### src/rtl/dti_apb_master.sv
// APB3 initiator bridging a valid/ready load-store channel onto APB SETUP/ACCESS transfers.
// Optional ACCESS-phase timeout enabled by defining APB_MASTER_TIMEOUT_EN.
`ifndef CFG_APB_ADDR_WIDTH
`define CFG_APB_ADDR_WIDTH 32
`endif
`ifndef CFG_APB_DATA_WIDTH
`define CFG_APB_DATA_WIDTH 32
`endif

module dti_apb_master #(
  parameter int APB_ADDR_WIDTH = `CFG_APB_ADDR_WIDTH,
  parameter int APB_DATA_WIDTH = `CFG_APB_DATA_WIDTH,
  parameter int TIMEOUT_CYCLES = 256
) (
  input  logic                      apb_pclk,
  input  logic                      apb_preset,
  input  logic                      req_valid,
  output logic                      req_ready,
  input  logic [APB_ADDR_WIDTH-1:0] req_addr,
  input  logic                      req_write,
  input  logic [APB_DATA_WIDTH-1:0] req_wdata,
  output logic                      rsp_valid,
  input  logic                      rsp_ready,
  output logic [APB_DATA_WIDTH-1:0] rsp_rdata,
  output logic                      rsp_err,
  output logic [APB_ADDR_WIDTH-1:0] apb_paddr,
  output logic                      apb_psel,
  output logic                      apb_penable,
  output logic                      apb_pwrite,
  output logic [APB_DATA_WIDTH-1:0] apb_pwdata,
  input  logic [APB_DATA_WIDTH-1:0] apb_prdata,
  input  logic                      apb_pready,
  input  logic                      apb_pslverr
);

  typedef enum logic [1:0] {
    IDLE   = 2'd0,
    SETUP  = 2'd1,
    ACCESS = 2'd2
  } state_t;

  state_t state_r;

`ifdef APB_MASTER_TIMEOUT_EN
  localparam logic [15:0] TMO_LIMIT = 16'(TIMEOUT_CYCLES - 1);
  logic [15:0] tmo_cnt_r;
`else
  logic tmo_cfg_unused_s;
  assign tmo_cfg_unused_s = (TIMEOUT_CYCLES > 1);
`endif

  // Accept a request only when idle and the response slot is free or draining this cycle.
  always_comb begin
    req_ready = 1'b0;
    if (!apb_preset && (state_r == IDLE)) begin
      req_ready = !rsp_valid || rsp_ready;
    end else begin
      req_ready = 1'b0;
    end
  end

  // Transfer sequencer with registered APB and response outputs.
  always_ff @(posedge apb_pclk or posedge apb_preset) begin
    if (apb_preset) begin
      state_r     <= IDLE;
      rsp_valid   <= 1'b0;
      rsp_rdata   <= '0;
      rsp_err     <= 1'b0;
      apb_paddr   <= '0;
      apb_psel    <= 1'b0;
      apb_penable <= 1'b0;
      apb_pwrite  <= 1'b0;
      apb_pwdata  <= '0;
`ifdef APB_MASTER_TIMEOUT_EN
      tmo_cnt_r   <= 16'd0;
`endif
    end else begin
      // A completion below overrides this clear when both happen together.
      if (rsp_ready) begin
        rsp_valid <= 1'b0;
      end
      case (state_r)
        IDLE: begin
          if (req_valid && req_ready) begin
            apb_paddr  <= req_addr;
            apb_pwrite <= req_write;
            apb_pwdata <= req_wdata;
            apb_psel   <= 1'b1;
            state_r    <= SETUP;
          end
        end
        SETUP: begin
          apb_penable <= 1'b1;
          state_r     <= ACCESS;
`ifdef APB_MASTER_TIMEOUT_EN
          tmo_cnt_r   <= 16'd0;
`endif
        end
        ACCESS: begin
          if (apb_pready) begin
            rsp_valid   <= 1'b1;
            rsp_err     <= apb_pslverr;
            rsp_rdata   <= (!apb_pwrite && !apb_pslverr) ? apb_prdata : '0;
            apb_psel    <= 1'b0;
            apb_penable <= 1'b0;
            state_r     <= IDLE;
          end
`ifdef APB_MASTER_TIMEOUT_EN
          else if (tmo_cnt_r == TMO_LIMIT) begin
            rsp_valid   <= 1'b1;
            rsp_err     <= 1'b1;
            rsp_rdata   <= '0;
            apb_psel    <= 1'b0;
            apb_penable <= 1'b0;
            state_r     <= IDLE;
          end else begin
            tmo_cnt_r <= tmo_cnt_r + 16'd1;
          end
`endif
        end
        default: begin
          apb_psel    <= 1'b0;
          apb_penable <= 1'b0;
          state_r     <= IDLE;
        end
      endcase
    end
  end

endmodule

### config.mk
export PLATFORM = sky130hd
export DESIGN_NAME = dti_apb_master
export DESIGN_NICKNAME = d
export VERILOG_FILES = /design/src/rtl/dti_apb_master.sv
export SDC_FILE = /design/constraint.sdc
export NUM_CORES = 1
export LEC_CHECK = 0
export CAP_MARGIN = 40
export CELL_PAD_IN_SITES_DETAIL_PLACEMENT = 0
export CELL_PAD_IN_SITES_GLOBAL_PLACEMENT = 2
export CORE_AREA = 10 10 192 104
export CTS_CLUSTER_SIZE = 28
export DETAILED_ROUTE_END_ITERATION = 10
export DIE_AREA = 0 0 202 114
export PLACE_DENSITY = 0.81
export SLEW_MARGIN = 10
export SYNTH_ARGS = -nofsm -noshare
export SYNTH_HDL_FRONTEND = slang
export SYNTH_SLANG_ARGS = --single-unit
### constraint.sdc
create_clock -name apb_pclk -period 4.8 [get_ports apb_pclk]
set_input_delay 0.96 -clock apb_pclk [delete_from_list [all_inputs] [get_ports apb_pclk]]
set_output_delay 0.96 -clock apb_pclk [all_outputs]
set_load 0.05 [all_outputs]
==> results of run 1 <==
==> critical path, stage by stage <==
cell	delay (ps)
clkdlybuf4s50_1	450
nand2b_1	180
nand2_1	80
nor3_1	130
clkdlybuf4s50_1	840
==> per-stage QoR <==
| step | std cells | power, mW | cell area [sq um] | util [%] | setup slack (ps) |
|---|---|---|---|---|---|
| 2_1_floorplan | 298 | 2.52 | 3930 | - | 608 |
| 3_3_place_gp | 724 | 3.27 | 6190 | 36.8 | 1130 |
| 3_5_place_dp | 727 | 3.30 | 6240 | 37.1 | 1140 |
| 4_1_cts | 743 | 4.09 | 6550 | 39.0 | 1140 |
| 5_1_grt | 743 | 4.23 | 6550 | 39.0 | 1070 |
| 6_report | 743 | 4.02 | 6550 | 39.0 | 1190 |
==> cell usage in the layout, fill, tap and decap left out <==
master           count
clkdlybuf4s50_1    204
dfrtp_1            103
nand2_1             69
mux2_1              39
o21ai_0             33
mux2_2              28
clkbuf_16            9
buf_4                5
inv_6                4
buf_8                2
nand2b_1             1
nor4b_2              1
inv_2                1
nand3b_1             1
nor2_2               1
clkinvlp_4           1
nor3_1               1
nor2_1               1
o21a_1               1
bufinv_16            1
clkbuf_8             1
clkinv_4             1
buf_12               1
==> worst max-delay path by stage <==
| stage | endpoint | start | slack, ps |
|---|---|---|---|
| 2_1_floorplan | req_ready | apb_preset | 610 |
| 3_3_place_gp | req_ready | rsp_ready | 1130 |
| 3_5_place_dp | req_ready | rsp_ready | 1140 |
| 4_1_cts | req_ready | rsp_ready | 1140 |
| 5_1_grt | req_ready | rsp_ready | 1070 |
| 6_report | req_ready | rsp_ready | 1190 |
==> state kept, by name, summed over array words and instances, names as in the netlist <==
signal,count
apb_paddr,32
apb_pwdata,32
rsp_rdata,32
state_r,2
apb_penable,1
apb_psel,1
apb_pwrite,1
rsp_err,1
rsp_valid,1
==> per-layer routing <==
layer	vias up	routed length (microns)	share of wire, %
met2	121	5200	41
met1	1413	5900	47
li1	1415	-	-
met4	0	95	0.76
met5	-	0	0
met3	9	1350	11
==> report_power, final <==
part	leakage [nW]	switching (mW)	internal (mW)	total (mW)
Clock	0.154	0.342	0.427	0.770
Combinational	1.26	1.29	0.683	1.97
Sequential	1.27	0.143	1.14	1.28
==> cells by family (layout without fill, tap and decap cells) <==
logic type | count (synthesis) | after routing | synth area share [%]
muxes | 67 | 67 | 19.2
DFF | 103 | 103 | 65.6
buffers and inverters | 19 | 230 | 3.09
and+or+nand+nor | 75 | 75 | 7.65
AOI/OAI and AO/OA | 34 | 34 | 4.40
==> layout make-up <==
cell class | instances | area [sq um] | share of cell area (%)
Clock buffer | 10 | 239 | 3.65
Clock inverter | 6 | 73.8 | 1.13
Inverter | 2 | 11.3 | 0.172
Multi-Input combinational cell | 176 | 1230 | 18.8
Sequential cell | 103 | 2580 | 39.3
Tap cell | 234 | 293 | 4.47
Timing Repair Buffer | 212 | 2130 | 32.5
==> impl_metrics.ini, run 1 <==
[floorplan]
die_width_microns = 202
die_area_sq_mm = 0.0230
die_h_microns = 114
design.portCount = 205
rows = 34
core_region_area_sq_mm = 0.0168
start_util_pct = 23.4

[power]
pwrdens_mw_per_mm2 = 614
vdd_ir_drop_max_v = 0.000246
leakagePower_nw = 2.68

[clock_network]
post-cts-setup-buffers = 0
cts_tree = yes
cts-root-buf = clkbuf_16
cts_max_path_buffers = 2
clk-insertion-delay-late_ps = 350
cts_repair_resize_count = 0
clkSlewWorstSetupHoldPaths_ps = 80
cts_inserted_buffers = 9
cts_sinks = 103
cts-hold-fix-buffers = 0
clock_tree.htree_level_count = 3

[grt]
global_route.usage.total_pct = 11.0
grt_util_met2_pct = 15.7
grt_pass1_wl_mm = 19.9
global_routing_met3_resource_utilization_pct = 6.40
grt_max_degree = 42
grt_util_met1_pct = 14.0
grt.busiest_layer = met2
first_global_vias = 3310
total_grt_overflow = 0
antenna_found_initial = 0

[route]
number_of_detailed_routing_iterations_run_before_antenna_repair = 4
routed_wl_mm = 12.5
drt_iter0_drc = 85
avgViaCountPerCell = 3.98
routed_wire_length_per_instance_microns = 16.9
postRouteAntennaNets = 0
via_count = 2958
drc_errors = 0

[setup_path]
regToRegSetupSlack_ps = 2790
criticalPathCategory = in -> out
r2r_cells = 5
arrival_ps = 2650
kind_of_start_point_of_the_critical_path = input port
regToRegStartpoint = state_r[1]
worst_setup_path_end_kind = output port
timing.critical_path.required_ps = 3840
critical_path.reg2reg.endpoint = apb_pwdata[31]
critical_path_peak_fanout = 3

[synth]
mappedNetlistNets = 401
yosys.area.top_type = dfrtp_1
register_area_share_after_synthesis_pct = 65.6
synth_most_common_cell = dfrtp_1
synth_ff_type = dfrtp_1
synth_area_per_cell_sq_um = 13.2
yosys_register_bits = 103
synth_top_cells_by_count = 103 x dfrtp_1, 69 x nand2_1, 39 x mux2_1
async_reset_ff_share_pct = 100
syn-cell-area_sq_mm = 0.00393
synth.top_cell.area_share_pct = 65.6
synth_enable_flop_cells = 0
post_synth_num_cell_types = 17
ys_top_cells_by_area = dfrtp_1 66%, mux2_1 11%, mux2_2 8.0%, nand2_1 6.6%, o21ai_0 4.2%
synthesis.yosys.warnings = 0
synthesis.instances = 298

[cells_and_area]
insertedDiodeCount = 0
area_delta_synth_final_pct = 66.9
finalNetCount = 607
final.fill_count = 1623
final_layout_size_suffix_gt1_share_pct = 11.0

[timing]
timing.slew.headroom_pct = 62.2
hold_viol = 0
maxSlewViolCount = 0
setup_total_negative_slack_ps = 0
finalCritPeriodShare_pct = 75.1
timing.final.crit_period_ps = 3610
rsz0062_at_grt = no
max_slew.worst_pin.slew_ps = 566
timing.clock.skew_ps = 6.17
hold-worst-slack_ps = 482
setup_viol = 0
achievable-frequency_mhz = 277

[hold_path]
hold_end = rsp_rdata[28]
hold_startpoint = rsp_rdata[28]
worst_hold_path.num_cells = 2
worst_hold_path_type = reg -> reg

[flow_run]
maxCapViolCount = 0

[status]
outcome = finished, final reports clean

[placed_design]
place_congestion = 0.741
port-buffer-count = 204
detailedPlacementHpwl_mm = 9.79
Note: power is estimated with default switching activity, not from simulation.
==> inputs of run 2 (changes only) <==
Settings changed: CORE_AREA 10 10 192 104 to 10 10 200 108, DIE_AREA 0 0 202 114 to 0 0 210 118, PLACE_DENSITY 0.81 to 0.79.
Clock period 4.8 ns to 3.01 ns, I/O delays scaled along.
==> run 2 against run 1 <==
  * Global-route usage fell by 0.84 points
  * Critical path depth did not move
  * Routed wire length fell by 0.26%
  * Clock-buffer cell count rose by 4
  * Via count fell by 0.98%
  * Sequential cell count did not move
  * Critical path type unchanged
==> impl_metrics.ini, run 2 (synthesized netlist as in run 1, its figures left out) <==
[cells_and_area]
insertedDiodeCount = 0
multi_input_comb_area_sq_mm = 0.00123
final_cell_count_no_fill = 748
finalNetCount = 606
layout.cells.most_common = clkdlybuf4s50_1
layout.area.seq_sq_mm = 0.00258
layout_common_cells = 203 x clkdlybuf4s50_1, 103 x dfrtp_1, 69 x nand2_1
final_layout_size_suffix_gt1_share_pct = 11.0
layout_top_registers = apb_paddr x32, apb_pwdata x32, rsp_rdata x32
final.fill_count = 1766
final_cell_area_sq_mm = 0.00657
area_delta_synth_final_pct = 67.3

[placed_design]
place_congestion = 0.697
post-place-cells = 731
detailedPlacementHpwl_mm = 9.80
port-buffer-count = 204
post_dp_cell_area_sq_mm = 0.00625

[power]
leakagePower_nw = 2.68
vdd_ir_drop_max_v = 0.000383
pwrdens_mw_per_mm2 = 967
power_mw = 6.35

[route]
drt_iter0_drc = 76
postRouteAntennaNets = 0
routed_wire_length_per_instance_microns = 16.7
number_of_detailed_routing_iterations_run_before_antenna_repair = 4
routed_wl_mm = 12.5
drc_errors = 0
via_count = 2929
avgViaCountPerCell = 3.92

[setup_path]
critical_path.top_delay_family = buffers and inverters
worstSetupEndpoint = req_ready
critical_path.slowest_cell = clkdlybuf4s50_1
critical_path.reg2reg.endpoint = apb_paddr[27]
worstSetupStartpoint = rsp_ready
critical-path-max-stage-delay_ps = 450
arrival_ps = 1660
count_of_buffer_and_inverter_cells_on_the_critical_path = 2
timing.critical_path.required_ps = 2410
regToRegSetupSlack_ps = 1190
timing.critical_path.cells = clkdlybuf4s50_1, nand2b_1, nand2_1, nor3_2, buf_4
r2r_cells = 5
worst_setup_path_end_kind = output port
timing.critical_path.depth = 5
kind_of_start_point_of_the_critical_path = input port
regToRegStartpoint = state_r[1]
criticalPathCategory = in -> out
critical_path_peak_fanout = 3

[timing]
max_slew.worst_pin.slew_ps = 558
maxSlewViolCount = 0
hold-worst-slack_ps = 483
rsz0062_at_grt = no
achievable-frequency_mhz = 443
setup_viol = 0
finalCritPeriodShare_pct = 75.0
timing.slew.headroom_pct = 62.7
timing.clock.skew_ps = 6.84
timing.final.crit_period_ps = 2260
hold_viol = 0

[clock_network]
cts_tree = yes
cts_max_path_buffers = 2
cts-hold-fix-buffers = 0
post-cts-setup-buffers = 0
cts_inserted_buffers = 9
clkSlewWorstSetupHoldPaths_ps = 70
cts_sinks = 103
cts-root-buf = clkbuf_16
clk-insertion-delay-late_ps = 340
cts_repair_resize_count = 0
clock_tree.htree_level_count = 3

[floorplan]
core_region_area_sq_mm = 0.0180
die_area_sq_mm = 0.0248
start_util_pct = 21.8
rows = 35
die_width_microns = 210
die_h_microns = 118
design.portCount = 205

[grt]
total_grt_overflow = 0
first_global_vias = 3307
grt_pass1_wl_mm = 19.9
global_route.usage.total_pct = 10.1
antenna_found_initial = 0
grt_max_degree = 64

[flow_run]
maxCapViolCount = 0

[hold_path]
worst_hold_path_type = reg -> reg

[status]
outcome = finished, final reports clean
==> run 2: final cells by class <==
| cell class | count | share of cell area (%) |
|---|---|---|
| Tap cell | 240 | 4.57 |
| Inverter | 2 | 0.171 |
| Clock buffer | 14 | 4.32 |
| Timing Repair Buffer | 211 | 32.7 |
| Sequential cell | 103 | 39.2 |
| Multi-Input combinational cell | 176 | 18.8 |
| Clock inverter | 2 | 0.190 |
==> run 2: tightest hold or removal path, stage by stage (launching register included) <==
cell	delay (ps)
dfrtp_1	350
nand2_1	50
o21ai_0	60
==> run 2: routing by layer <==
layer / track usage [%] / up-vias / routed length [microns]
li1: - / 1407 / -
met1: 12.0 / 1434 / 5460
met2: 16.5 / 77 / 6050
met3: 4.37 / 11 / 869
met4: 2.68 / 0 / 136
met5: 0 / - / 0
==> run 2: worst min path at each step <==
stage	startpoint	cells after the start	endpoint
after CTS	rsp_rdata[29]	2	rsp_rdata[29]
after detailed placement	apb_penable	1	apb_penable
final	rsp_rdata[25]	2	rsp_rdata[25]
after floorplan	state_r[0]	1	apb_penable
after global routing	apb_paddr[3]	1	apb_paddr[3]
after global placement	rsp_rdata[29]	2	rsp_rdata[29]
==> run 2: metrics by stage <==
stage               setup TNS (ps)  util [%]  setup slack, ps
floorplan                    -88.7         -            -88.7
global placement                 0      34.6              495
detailed placement               0      34.6              432
CTS                              0      36.3              704
global route                     0      36.4              663
finish                           0      36.4              751
==> run 2: where the power goes <==
group	leakage (nW)	internal [mW]	switching, mW
sequential	1.27	1.81	0.224
clock	0.145	0.651	0.509
combinational	1.27	1.09	2.06
total	2.68	3.56	2.79
==> patch 1 (settings of run 1) <==
Build with the macro `APB_MASTER_TIMEOUT_EN` defined.
--- a/src/rtl/dti_apb_master.sv
+++ b/src/rtl/dti_apb_master.sv
@@ -1,5 +1,7 @@
 // APB3 initiator bridging a valid/ready load-store channel onto APB SETUP/ACCESS transfers.
 // Optional ACCESS-phase timeout enabled by defining APB_MASTER_TIMEOUT_EN.
+`define APB_MASTER_TIMEOUT_EN
+
 `ifndef CFG_APB_ADDR_WIDTH
 `define CFG_APB_ADDR_WIDTH 32
 `endif
Behaviour: no difference found for any inputs over 10 cycles, from zero or initial values and one cycle with apb_preset high; that may be too few to reach the edited logic, so the function may still have changed.
==> patch 1 against run 1 <==
- via count up 31%
- setup slack better by 0.089 ns
- clock power up 64%
- synthesized area up 27%
- sequential cell count up 16
- wire length up 24%
- count of clock-buffer cells in the layout up 14
- cell area up 19%
- first-iteration DRC count up 110%
- total power up 22%
- critical path type unchanged
- critical endpoint unchanged
==> patch 1: results (changes against run 1) <==
Outcome
  – Status: completed (unchanged)

Worst setup path
  – Crit-path max FO: 2 (was 3)
  – Reg2reg path depth: 6 (was 5)
  – R2r setup slk: 2.40 ns (was 2.79 ns)

Routing
  – Total Routed Length: 15.5 mm (was 12.5 mm)
  – Via density: 4.73 (was 3.98)

Clock tree
  – TritonCTS Buffers: 17 (was 9)
  – H-tree levels: 4 (was 3)
  – Worst-path clk slew: 0.05 ns (was 0.08 ns)

Hold path
  – HP Start: apb_pwdata[27] (was rsp_rdata[28])
  – Hold path cells: 1 (was 2)
  – Hold path endpoint: apb_pwdata[27] (was rsp_rdata[28])

Power
  – LEAKAGE: 0.00321 µW (was 0.00268 µW)
  – Max rail drop VDD: 0.000301 V (was 0.000246 V)

GRT
  – Vias in the first global route: 4,079 (was 3,310)
  – Pin count of the biggest net entering global routing: 50 (was 42)
  – First-pass GRT wire length: 24.1 mm (was 19.9 mm)
  – GRT Overall Usage: 13.3% (was 11.0%)

Place
  – Dpl ws: 1.28 ns (was 1.14 ns)
  – GPL Wtd Cong: 0.769 (was 0.741)

Synth
  – Post-Syn Nets: 469 (was 401)
  – Cell variety after synth: 47 (was 17)

STA
  – Final Hold Slack: 0.481 ns (was 0.482 ns)

Finish
  – Final #Nets: 674 (was 607)
  – Fill count: 1,513 (was 1,623)
[patch 1: changes by cell type after synthesis, sizes merged, moves of 8 or more]
cell          run 1  this run
a22o              0        34
o21ai            33         2
nand2            69         8
buf              11        20
nor2              2        14
nand3             0         9
nand4             0         9
dfrtp           103       119
a32o              0         8
[patch 1: how the worst max path moves through the flow]
stage / from / to / slack, ns / cells after the start
floorplan: apb_preset / apb_paddr[0] / 0.68 / 1
global placement: apb_preset / req_ready / 1.27 / 3
detailed placement: apb_preset / req_ready / 1.28 / 3
CTS: apb_preset / req_ready / 1.27 / 3
global route: apb_preset / req_ready / 1.25 / 3
finish: apb_preset / req_ready / 1.28 / 3
[patch 1: final cells by class]
| cell class | instances | share of cell area, % |
|---|---|---|
| flip-flops and latches | 119 | 38.0 |
| repair buffers | 213 | 27.4 |
| multi-input cells | 210 | 22.8 |
| clock buffers | 24 | 6.28 |
| well taps | 234 | 3.74 |
| clock inverters | 8 | 1.21 |
| inverters | 9 | 0.463 |
| diodes | 1 | 0.0320 |
[patch 1: cell families after synthesis]
logic type      after synthesis  synth area share, %
mux                          65                 14.6
flops                       119                 59.6
fa+ha+maj                     1                0.250
simple gates                 75                 8.79
buf+inv                      36                 4.68
compound gates               69                 12.0
[patch 1: layer usage]
metal	global-route usage (%)	wire length (µm)
met1	17.6	7420
met4	4.18	110
met5	0	0
met3	6.91	1440
met2	18.4	6530
[patch 1: power by group through the flow]
stage | combinational, µW | clock [µW] | sequential [µW]
after floorplan | 375 | 0 | 2480
after global placement | 2170 | 0 | 1480
after detailed placement | 2190 | 0 | 1480
after CTS | 2190 | 1300 | 1480
after global routing | 2250 | 1340 | 1510
final | 2160 | 1260 | 1470
[patch 1: stage by stage]
stage               instance area [µm²]  instances  power (µW)
detailed placement                 7240        785        3670
floorplan                          5000        365        2850
CTS                                7830        817        4960
finish                             7830        818        4900
global placement                   7200        783        3650
global route                       7830        818        5110
==> patch 2 (flow settings as in run 1) <==
Without the edit above. Make the reset (`apb_preset`) synchronous in one clocked block.
--- a/src/rtl/dti_apb_master.sv
+++ b/src/rtl/dti_apb_master.sv
@@ -60,7 +60,7 @@
   end
 
   // Transfer sequencer with registered APB and response outputs.
-  always_ff @(posedge apb_pclk or posedge apb_preset) begin
+  always_ff @(posedge apb_pclk) begin
     if (apb_preset) begin
       state_r     <= IDLE;
       rsp_valid   <= 1'b0;
Function: differs if apb_preset is asserted again (counterexample within 4 cycles, from zero or initial values and one cycle with apb_preset high); with apb_preset held inactive, the same outputs for 10 cycles.
==> patch 2 against run 1 <==
- setup slack better by 0.35 ns
- count of clock-buffer cells in the layout unchanged
- critical path type unchanged
- synthesized area down 4.3%
- sequential cell count unchanged
- die area unchanged
- wire length up 18%
- non-clock buffer count down 1
- cell area down 4.4%
Power is not compared: it rests on default switching activity, and its combinational part moved more than twofold at a synthesized area within 25%.
==> patch 2: results (changes against run 1) <==
Power
  – Max rail drop VDD: 0.000164 V
  – Internal power: 1500 µW
  – LEAKAGE: 0.00213 µW

Clock tree
  – Largest buffer count on any clock path: 2 (unchanged)
  – Worst-path clk slew: 0.07 ns
  – Post-CTS Setup Inserts: 0 (unchanged)
  – TritonCTS Buffers: 9 (unchanged)
  – CTS root buf: clkbuf_16 (unchanged)
  – PostCTS Resize Cnt: 0 (unchanged)
  – Worst skew pair latency: 0.35 ns (about the same)
  – H-tree levels: 3 (unchanged)

Synth
  – Ys async rst share: 0% (was 100%)
  – Number of synthesis warnings: 0 (unchanged)
  – Synth top area cells: dfxtp_1, nand3_1, nand2_1 (was dfrtp_1, mux2_1, mux2_2)
  – Seq/Total Area, Yosys: 54.9% (was 65.6%)
  – Synth Instances: 457 (was 298)
  – Post-Syn Nets: 560 (was 401)
  – Cell variety after synth: 22 (was 17)
  – Commonest cells in the netlist: dfxtp_1, nand2_1, nand3_1 (was dfrtp_1, nand2_1, mux2_1)

GRT
  – Global Route met3 Usage: 3.99% (was 6.40%)
  – Initial antenna violation count: 0 (unchanged)
  – GRT Overall Usage: 12.4% (was 11.0%)
  – Pin count of the biggest net entering global routing: 68 (was 42)
  – GR Util met1: 17.1% (was 14.0%)
  – First-pass GRT wire length: 23.0 mm (was 19.9 mm)
  – Met2 usage in global routing: 18.4% (was 15.7%)
  – Vias in the first global route: 3,809 (was 3,310)

Worst setup path
  – R2r setup slk: 2.65 ns (was 2.79 ns)
  – Setup crit start: rsp_ready (unchanged)
  – Worst r2r src: rsp_valid (was state_r[1])
  – Crit-path max FO: 2 (was 3)
  – Worst stage delay on the critical path: 0.54 ns (was 0.84 ns)
  – Critical path's slowest cell: nor4b_1 (was clkdlybuf4s50_1)
  – Reg2reg path depth: 4 (was 5)

Place
  – Dpl cells: 858 (was 727)
  – Post-DP HPWL: 10.7 mm (was 9.79 mm)
  – GPL Wtd Cong: 0.753 (was 0.741)
  – Dpl ws: 1.47 ns (was 1.14 ns)
  – Port bufs: 204 (unchanged)

Finish
  – Fill count: 1,682 (was 1,623)
  – Final #Nets: 738 (was 607)
  – N_diodes: 0 (unchanged)
  – Largest regs: apb_paddr: 32 flops, apb_pwdata: 32 flops, rsp_rdata: 32 flops (unchanged)
  – Layout cell share with drive strength beyond 1: 4.38% (was 11.0%)

Routing
  – Via density: 4.36 (was 3.98)
  – DR pass1 iterations: 4 (unchanged)
  – Avg WL per Cell: 16.9 µm (about the same)
  – Total Routed Length: 14.8 mm (was 12.5 mm)
  – Post-route DRC: 0 (unchanged)
  – Initial DRC count: 150 (was 85)

STA
  – Clk_skew: 0.00992 ns (was 0.00617 ns)
  – Final Hold Slack: 0.453 ns (was 0.482 ns)
  – Slew margin rel.: 51.2% (was 62.2%)
  – Fin crit period: 3.26 ns (was 3.61 ns)

Hold path
  – HP Class: reg2reg (unchanged)
  – HP Start: rsp_rdata[31] (was rsp_rdata[28])
  – Hold path cells: 2 (unchanged)

Outcome
  – Status: completed (unchanged)
patch 2: worst paths after layout:
path | to
worst max-delay path | req_ready
worst max register to register | apb_paddr[27]
worst min register to register | rsp_rdata[31]
worst min-delay path | rsp_rdata[31]
patch 2: stage by stage:
step / area [µm²] / utilization, % / total power, µW
after CTS: 6260 / 37.3 / 2200
after global routing: 6260 / 37.3 / 2250
after floorplan: 3760 / - / 1210
after detailed placement: 5960 / 35.5 / 1420
after global placement: 5910 / 35.2 / 1410
final: 6260 / 37.3 / 2160
patch 2: logic make-up (layout without fill, tap and decap cells):
kind of cell | after synthesis | in the layout | share of synthesized area (%)
simple gates | 206 | 206 | 24.9
flops | 103 | 103 | 54.9
compound gates | 102 | 102 | 13.8
buf+inv | 45 | 228 | 6.16
mux | 1 | 1 | 0.266
patch 2: area by class of cell:
class                      count  area (µm²)  area share [%]
inverter                       1        3.75          0.0599
multi-input combinational    309        1470            23.5
tap                          234         293            4.67
timing repair buffer         211        2130            34.0
sequential                   103        2060            32.9
clock inverter                 6        75.1            1.20
clock buffer                  10         229            3.66
patch 2: worst max-delay path, delay by kind of cell:
| family | cells | cell delay [ns] |
|---|---|---|
| buffers and inverters | 2 | 0.66 |
| and+or+nand+nor | 2 | 0.67 |
patch 2: power by group through the flow:
stage                     clock (µW)  sequential [µW]  combinational [µW]
after floorplan                    0             1120                92.0
after global placement             0              950                 464
after detailed placement           0              952                 470
after CTS                        799              932                 472
after global routing             823              938                 493
final                            762              932                 467
patch 2: layer usage:
layer	up-vias	part of all wire, %
met1	1774	50
met4	0	0.84
met3	8	6.1
li1	1904	-
met2	125	43
met5	-	0
